[src/rtl/lfsr_gaus_reader.sv]
// Turns the 56-bit LFSR word into a zero-mean 16-bit sample by summing four 14-bit slices.
// Samples queue in a fall-through FIFO; a detector flags a frozen input stream.
module lfsr_gaus_reader #(
    parameter int DEPTH        = 8,
    parameter int STUCK_CYCLES = 4
) (
    input  logic                     Clk,
    input  logic                     Reset,
    input  logic                     enable,
    input  logic [55:0]              rand_in,
    input  logic                     clear_stuck,
    input  logic                     out_ready,
    output logic                     out_valid,
    output logic [15:0]              out_sample,
    output logic [$clog2(DEPTH):0]   fifo_count,
    output logic                     lfsr_stuck,
    output logic [31:0]              sample_count
);
    localparam int AW = $clog2(DEPTH);
    localparam int SW = $clog2(STUCK_CYCLES + 1);

    logic [15:0]            sum_q, sum_d;
    logic                   v1_q, v1_d;
    logic [15:0]            cent_q, cent_d;
    logic                   v2_q, v2_d;
    logic [DEPTH-1:0][15:0] mem_q, mem_d;
    logic [AW-1:0]          wptr_q, wptr_d;
    logic [AW-1:0]          rptr_q, rptr_d;
    logic [AW:0]            count_q, count_d;
    logic [31:0]            scnt_q, scnt_d;
    logic [55:0]            prev_q, prev_d;
    logic [SW-1:0]          stk_cnt_q, stk_cnt_d;
    logic                   stuck_q, stuck_d;

    logic                   capture;
    logic                   push;
    logic                   pop;
    logic [AW+1:0]          occupancy;

    always_comb begin
        // Count in-flight samples so the FIFO can never be overrun, even with no pops.
        occupancy = {1'b0, count_q} + (AW+2)'(v1_q) + (AW+2)'(v2_q);
        capture   = enable && !stuck_q && (occupancy < (AW+2)'(DEPTH));
        push      = v2_q;
        pop       = (count_q != '0) && out_ready;

        v1_d  = capture;
        sum_d = sum_q;
        if (capture)
            sum_d = {2'b00, rand_in[13:0]}  + {2'b00, rand_in[27:14]}
                  + {2'b00, rand_in[41:28]} + {2'b00, rand_in[55:42]};

        v2_d   = v1_q;
        cent_d = v1_q ? (sum_q - 16'd32766) : cent_q;

        mem_d = mem_q;
        if (push)
            mem_d[wptr_q] = cent_q;
        wptr_d = push ? wptr_q + AW'(1) : wptr_q;
        rptr_d = pop  ? rptr_q + AW'(1) : rptr_q;

        count_d = count_q;
        case ({push, pop})
            2'b10:   count_d = count_q + (AW+1)'(1);
            2'b01:   count_d = count_q - (AW+1)'(1);
            default: count_d = count_q;
        endcase

        scnt_d = pop ? scnt_q + 32'd1 : scnt_q;

        prev_d = rand_in;
        if (clear_stuck || rand_in != prev_q)
            stk_cnt_d = '0;
        else if (stk_cnt_q == SW'(STUCK_CYCLES))
            stk_cnt_d = stk_cnt_q;
        else
            stk_cnt_d = stk_cnt_q + SW'(1);
        stuck_d = !clear_stuck && (stuck_q || stk_cnt_d == SW'(STUCK_CYCLES));
    end

    always_ff @(posedge Clk or negedge Reset) begin
        if (!Reset) begin
            sum_q     <= '0;
            v1_q      <= 1'b0;
            cent_q    <= '0;
            v2_q      <= 1'b0;
            mem_q     <= '0;
            wptr_q    <= '0;
            rptr_q    <= '0;
            count_q   <= '0;
            scnt_q    <= '0;
            prev_q    <= '0;
            stk_cnt_q <= '0;
            stuck_q   <= 1'b0;
        end else begin
            sum_q     <= sum_d;
            v1_q      <= v1_d;
            cent_q    <= cent_d;
            v2_q      <= v2_d;
            mem_q     <= mem_d;
            wptr_q    <= wptr_d;
            rptr_q    <= rptr_d;
            count_q   <= count_d;
            scnt_q    <= scnt_d;
            prev_q    <= prev_d;
            stk_cnt_q <= stk_cnt_d;
            stuck_q   <= stuck_d;
        end
    end

    assign out_valid    = (count_q != '0);
    assign out_sample   = out_valid ? mem_q[rptr_q] : 16'h0000;
    assign fifo_count   = count_q;
    assign lfsr_stuck   = stuck_q;
    assign sample_count = scnt_q;
endmodule

[config.mk]
export PLATFORM = sky130hd
export DESIGN_NAME = lfsr_gaus_reader
export DESIGN_NICKNAME = d
export VERILOG_FILES = /design/src/rtl/lfsr_gaus_reader.sv
export SDC_FILE = /design/constraint.sdc
export NUM_CORES = 1
export LEC_CHECK = 0
export ABC_CLOCK_PERIOD_IN_PS = 2500
export CAP_MARGIN = 20
export CORE_MARGIN = 1
export CORE_UTILIZATION = 43
export DETAILED_ROUTE_END_ITERATION = 10
export SLEW_MARGIN = 15
export SYNTH_ARGS = -nofsm -noshare
export SYNTH_HDL_FRONTEND = slang
export SYNTH_SLANG_ARGS = --single-unit
[constraint.sdc]
create_clock -name Clk -period 2.5 [get_ports Clk]
set_clock_uncertainty 0.15 [all_clocks]
set_input_delay 0.375 -clock Clk [delete_from_list [all_inputs] [get_ports Clk]]
set_output_delay 0.375 -clock Clk [all_outputs]
set_load 0.01 [all_outputs]
==> metrics.md, run 1 <==
| Metric | Value |
|---|---|
| Status | finished, violations left |
| Failing checks | setup timing |
| Clock latency on the worst-skew pair | 0.54 ns |
| DR vias | 8,232 |
| DP Area | 15,300 sq um |
| YS warnings | 0 |
| EDFF count, synth | 0 |
| CP max stage cell | fa_1 |
| Post-synth top area share | 51.8% |
| Pwr per Cell Area | 1100 nW/um^2 |
| Maximum vdd drop | 0.575 mV |
| Top post-synthesis cells by area | dfrtp_1, mux2_2, mux4_2 |
| Psw | 6030 uW |
| Layout cell share with drive strength beyond 1 | 36.5% |
| Port bufs | 114 |
| CP Cell Sequence | buf_8 -> inv_8 -> fa_1 -> fa_1 -> inv_1 -> ha_2 -> inv_2 -> fa_2 -> nor2b_2 -> o31a_1 -> o41ai_4 -> buf_4 -> o31ai_4 -> xnor2_1 -> o21ai_1 |
| Cell Int Power | 12,500 uW |
| 1st-pass router iterations | 4 |
| Largest net degree at the start of global routing | 62 |
| Ys async rst share | 100% |
| Final period utilization | 112% |
| WL final | 28,000 um |
| Rows | 62 |
| Layout area overhead | 32.5% |
| Final instance area | 16,900 sq um |
| Routability cong. | 0.799 |
| Post-Syn Nets | 1,105 |
| Initial antenna violation count | 0 |
| Worst setup SP type | input port |
| Logic pwr share | 40.7% |
| Ant. Diodes | 0 |
| DIE HEIGHT | 174 um |
| DR iter-0 viols | 410 |
| Max stage delay on crit path | 0.55 ns |
| Max Freq | 0.356 GHz |
| Area of the core | 28,900 sq um |
| CTS max path bufs | 3 |
| Post-Place Setup Slack | -1.54 ns |
| Synth area leader | dfrtp_1 |
| Setup-failing EPs final | 25 |
| Number of H-tree levels | 1 |
| # clock sinks | 264 |
| Drt drc | 0 |
| Required time of the critical path | 2.76 ns |
| Worst-margin pin slew | 0.509 ns |
| R2R cell count | 8 |
| Clk network pwr share | 22.1% |
| Vias in the first global route | 8,680 |
| First-pass GRT wire length | 46,400 um |
| CTS tree | yes |
| Final min period | 2.81 ns |
| CP max FO | 2 |
| Root buffer cell | clkbuf_16 |
| Endpoint class of the critical path | register |
| Worst Slack Setup Final | -0.312 ns |
| Ys flop type | dfrtp_1 |
| Register share of total power | 37.3% |
| Initial Utilization | 44.1% |
| Num ports | 115 |
| Fin nets | 1,387 |
| Sequential area share after synthesis | 51.8% |
| Synth top cells by count | dfrtp_1, mux2_2, inv_1 |
| Yosys reg bits | 264 |
| Drt wl/cell | 16.7 um |
| GRT overflow | 0 |
| Max-Cap Viols | 0 |
| Hpwl dp | 19,500 um |
| Synth Cell Area | 12,800 sq um |
| Unrepaired setup endpoints after global routing | yes |
| Gr usage total | 19.3% |
| Leak Pwr | 0.00761 uW |
| Worst EP arrival | 3.07 ns |
| Synth cell types | 54 |
| Final hold vios | 0 |
| Die ar. | 30,400 sq um |
| Most used cell, CP | fa_1 |
| Most frequent cell after synthesis | dfrtp_1 |
| Rel. slew slack | 66.1% |
| Mean Syn Cell Area | 12.9 sq um |
| Net Sw Frac | 32.5% |
| CTS clk-pin slew, worst paths | 0.06 ns |
| WHS Path Cells | 2 |
| Final Slew Violations | 0 |
| DIE WIDTH | 174 um |
| Routed Antenna Nets | 0 |
| CTS buffer count | 29 |
| Cell count after synthesis | 990 |
| Critical Setup Path Class | in2reg |
| Via density | 4.92 |
| Hold crit path type | in2reg |
[power by group through the flow]
stage	Combinational [uW]	Sequential, uW	Clock [uW]
global placement	6820	6960	0
CTS	7500	6910	4220
global route	8270	7150	4390
floorplan	4510	6590	0
detailed placement	6930	7000	0
finish	7560	6920	4100
[per-layer routing]
metal / GRT usage (%) / vias up / part of all wire, %
li1: - / 3947 / -
met1: 26.3 / 4128 / 45
met2: 33.2 / 123 / 50
met3: 2.27 / 34 / 3.1
met4: 4.13 / 0 / 1.6
met5: 0 / - / 0
[layout by cell type (no fill, tap or decap), types with 23 or more instances in the layout]
cell / Yosys / routed
xnor2_1: 79 / 78
fa_1: 29 / 23
mux4_2: 32 / 32
buf_4: 2 / 127
mux2_2: 120 / 120
clkdlybuf4s50_1: 0 / 59
nand2_1: 53 / 49
dfrtp_1: 264 / 263
inv_1: 94 / 74
clkbuf_16: 0 / 29
xor2_1: 36 / 36
nor2_1: 46 / 43
[flip-flops by register name, indices dropped and copies added (netlist names), 3 cells and up]
| register | cells |
|---|---|
| stk_cnt_q | 3 |
| rptr_q | 3 |
| wptr_q | 3 |
| fifo_count | 4 |
| sum_q | 16 |
| sample_count | 32 |
| mem_q | 128 |
| prev_q | 56 |
| cent_q | 16 |
[logic make-up (layout without fill, tap and decap cells)]
| group | Yosys count | count (layout) | share of synthesized area (%) |
|---|---|---|---|
| AOI/OAI and AO/OA | 71 | 71 | 3.42 |
| xor gates and xnor gates | 115 | 115 | 7.89 |
| adders and majority gates | 54 | 54 | 7.00 |
| buffers and inverters | 125 | 424 | 3.89 |
| DFF | 264 | 264 | 51.8 |
| muxes | 180 | 180 | 18.5 |
| and+or+nand+nor | 181 | 181 | 7.49 |
[timing repair]
action / CTS / global route
hold buffers: 11 / 3
resized for setup: 240 / 31
hold endpoints to repair: 64 / 3
buffers inserted: 27 / 16
setup endpoints to repair: 31 / 27
cloned: 0 / 0
pin swaps: 55 / 22
[cell type report]
class | instances | area, sq um
timing repair buffer | 281 | 2510
fill | 2366 | 12000
tap | 384 | 480
sequential | 264 | 6610
inverter | 95 | 369
clock buffer | 38 | 779
clock inverter | 10 | 130
multi-input combinational | 601 | 6030
[through the flow]
step | util, % | setup TNS [ns] | hold slack (ns) | total power, uW | std cells
2_1_floorplan | - | -4.76 | -0.0706 | 11100 | 990
3_3_place_gp | 52.8 | -17.42 | 0.217 | 13800 | 1575
3_5_place_dp | 52.8 | -18.00 | 0.212 | 13900 | 1575
4_1_cts | 57.9 | -5.40 | 0.00208 | 18600 | 1660
5_1_grt | 58.4 | -7.75 | 0.00596 | 19800 | 1673
6_report | 58.4 | -4.94 | 0.0202 | 18600 | 1673
[final timing paths]
kind	from	to	slack (ns)
hold reg to reg	sample_count[31]	sample_count[31]	0.32
setup reg to reg	fifo_count[1]	fifo_count[3]	0.17
setup / recovery	rand_in[1]	sum_q[13]	-0.31
hold / removal	rand_in[33]	prev_q[33]	0.02
min in group asynchronous	Reset	sample_count[8]	0.23
max in group asynchronous	Reset	prev_q[9]	1.26
[worst max-delay path, delay by kind of cell]
family                     cells  cell delay, ns
AOI/OAI and AO/OA              4            0.56
buffers and inverters          5            0.38
and+or+nand+nor                1            0.14
xor gates and xnor gates       1            0.14
adders and majority gates      4            1.48
(Power assumes the default switching activity.)
==> run 2: changes to the inputs <==
RECOVER_POWER = 100   (was default)
==> run 2 against run 1 <==
Net effect:
- the run still ends with setup timing left
- critical path depth unchanged
- largest cell class unchanged
- clock-buffer cell count unchanged
- worst setup slack about the same
- global-route usage unchanged
- clock power about the same
- combinational power decreased by 1%
- critical path type unchanged
- hold slack improved by 0.032 ns
- power decreased by 0.74%
- sequential share of layout area increased by 0.59 points
==> metrics.md, run 2 (synthesis results as in run 1) <==
| Metric | Value |
|---|---|
| Status | finished, violations left |
| Failing checks | setup timing |
| Via density | 4.91 |
| Final Non-Filler Cells | 1,673 |
| Fin nets | 1,387 |
| Gr usage total | 19.3% |
| Final Slew Violations | 0 |
| Die ar. | 30,400 sq um |
| CTS max path bufs | 3 |
| Number of fillers in the final layout | 2,430 |
| Setup-failing EPs final | 26 |
| CTS buffer count | 29 |
| Hpwl dp | 19,500 um |
| First-pass GRT wire length | 46,400 um |
| DIE WIDTH | 174 um |
| CTS clk-pin slew, worst paths | 0.05 ns |
| Initial Utilization | 44.1% |
| Layout cell share with drive strength beyond 1 | 33.3% |
| Top reg by flops | mem_q |
| Max Freq | 0.356 GHz |
| WL final | 28,000 um |
| Critical Setup Path Class | in2reg |
| Num ports | 115 |
| Initial antenna violation count | 0 |
| Maximum vdd drop | 0.570 mV |
| Most common cell after layout, fill and taps aside | dfrtp_1 |
| CTS tree | yes |
| Hold crit path type | in2reg |
| Port bufs | 114 |
| # clock sinks | 264 |
| Clock latency on the worst-skew pair | 0.54 ns |
| Number of H-tree levels | 1 |
| Worst-margin pin slew | 1.48 ns |
| DIE HEIGHT | 174 um |
| Drt drc | 0 |
| GRT overflow | 0 |
| Worst setup SP type | input port |
| 1st-pass router iterations | 4 |
| DP Area | 15,300 sq um |
| CP max FO | 2 |
| Largest net degree at the start of global routing | 62 |
| DR vias | 8,216 |
| Setup slack, reg-to-reg | 0.17 ns |
| Pwr per Cell Area | 1110 nW/um^2 |
| Final min period | 2.81 ns |
| Area of the core | 28,900 sq um |
| Storage cell area | 6610 sq um |
| Final instance area | 16,700 sq um |
| Rel. slew slack | 1.32% |
| Worst Slack Setup Final | -0.312 ns |
| Unrepaired setup endpoints after global routing | yes |
| Rows | 62 |
| Endpoint class of the critical path | register |
| Vias in the first global route | 8,680 |
| Leak Pwr | 0.00756 uW |
| Routed Antenna Nets | 0 |
| Max-Cap Viols | 0 |
| Final hold vios | 0 |
| Routability cong. | 0.799 |
| Drt wl/cell | 16.7 um |
| Worst EP arrival | 3.07 ns |
| Final period utilization | 112% |
| Required time of the critical path | 2.76 ns |
| DR iter-0 viols | 437 |
| Ant. Diodes | 0 |
| Root buffer cell | clkbuf_16 |
| Max FFs per register | 128 |
| Most frequent cells in the layout | dfrtp_1, mux2_2, buf_4 |
| Placed instance count | 1,575 |
| Layout area overhead | 30.5% |
| Area of the multi-input gates | 5970 sq um |
## run 2: layer usage
| layer | routed length (um) | up-vias | GRT usage (%) |
|---|---|---|---|
| li1 | - | 3945 | - |
| met1 | 12500 | 4116 | 26.3 |
| met4 | 435 | 0 | 4.13 |
| met5 | 0 | - | 0 |
| met2 | 14000 | 121 | 33.2 |
| met3 | 949 | 34 | 2.27 |
## run 2: final cells by class
cell class,instances,area share (%)
sequential,264,39.7
multi-input combinational,601,35.9
timing repair buffer,281,13.9
clock buffer,38,4.68
tap,384,2.89
inverter,95,2.22
clock inverter,10,0.781
## run 2: final timing paths
kind	cells past startpoint	endpoint	start
min in group asynchronous	2	sample_count[14]	Reset
worst min register to register	1	sample_count[31]	sample_count[31]
worst max-delay path	15	sum_q[13]	rand_in[1]
max in group asynchronous	3	mem_q[122]	Reset
worst min-delay path	1	prev_q[45]	rand_in[45]
worst max register to register	8	fifo_count[3]	fifo_count[1]
## run 2: worst max-delay path: stages
cell	delay (ns)
buf_8	0.09
inv_8	0.03
fa_1	0.55
fa_1	0.41
inv_1	0.07
ha_2	0.18
inv_2	0.04
fa_2	0.34
nor2b_2	0.14
o31a_1	0.22
o41ai_4	0.09
buf_4	0.15
o31ai_4	0.17
xnor2_1	0.14
o21ai_1	0.07
## run 2: stage by stage
step / setup slack (ns) / power (uW) / TNS (ns) / utilization, % / hold WS, ns
2_1_floorplan: -0.697 / 11100 / -4.76 / - / -0.0706
3_3_place_gp: -1.45 / 13800 / -17.42 / 52.8 / 0.217
3_5_place_dp: -1.54 / 13900 / -18.00 / 52.8 / 0.212
4_1_cts: -0.446 / 18600 / -5.40 / 57.9 / 0.00208
5_1_grt: -0.460 / 19700 / -22.08 / 57.6 / 0.0325
6_report: -0.312 / 18400 / -5.30 / 57.6 / 0.0526
## run 2: power by group
part / leakage [uW] / switching, uW / internal, uW
Sequential: 0.00324 / 1150 / 5750
Clock: 0.000442 / 1620 / 2480
Combinational: 0.00388 / 3220 / 4230
## run 2: timing repair
item	CTS	global route
setup buffers	27	16
gates resized for setup	240	31
pin swaps	55	22
setup endpoints to repair	31	27
endpoints found under the hold margin	64	3
hold buffers	11	3
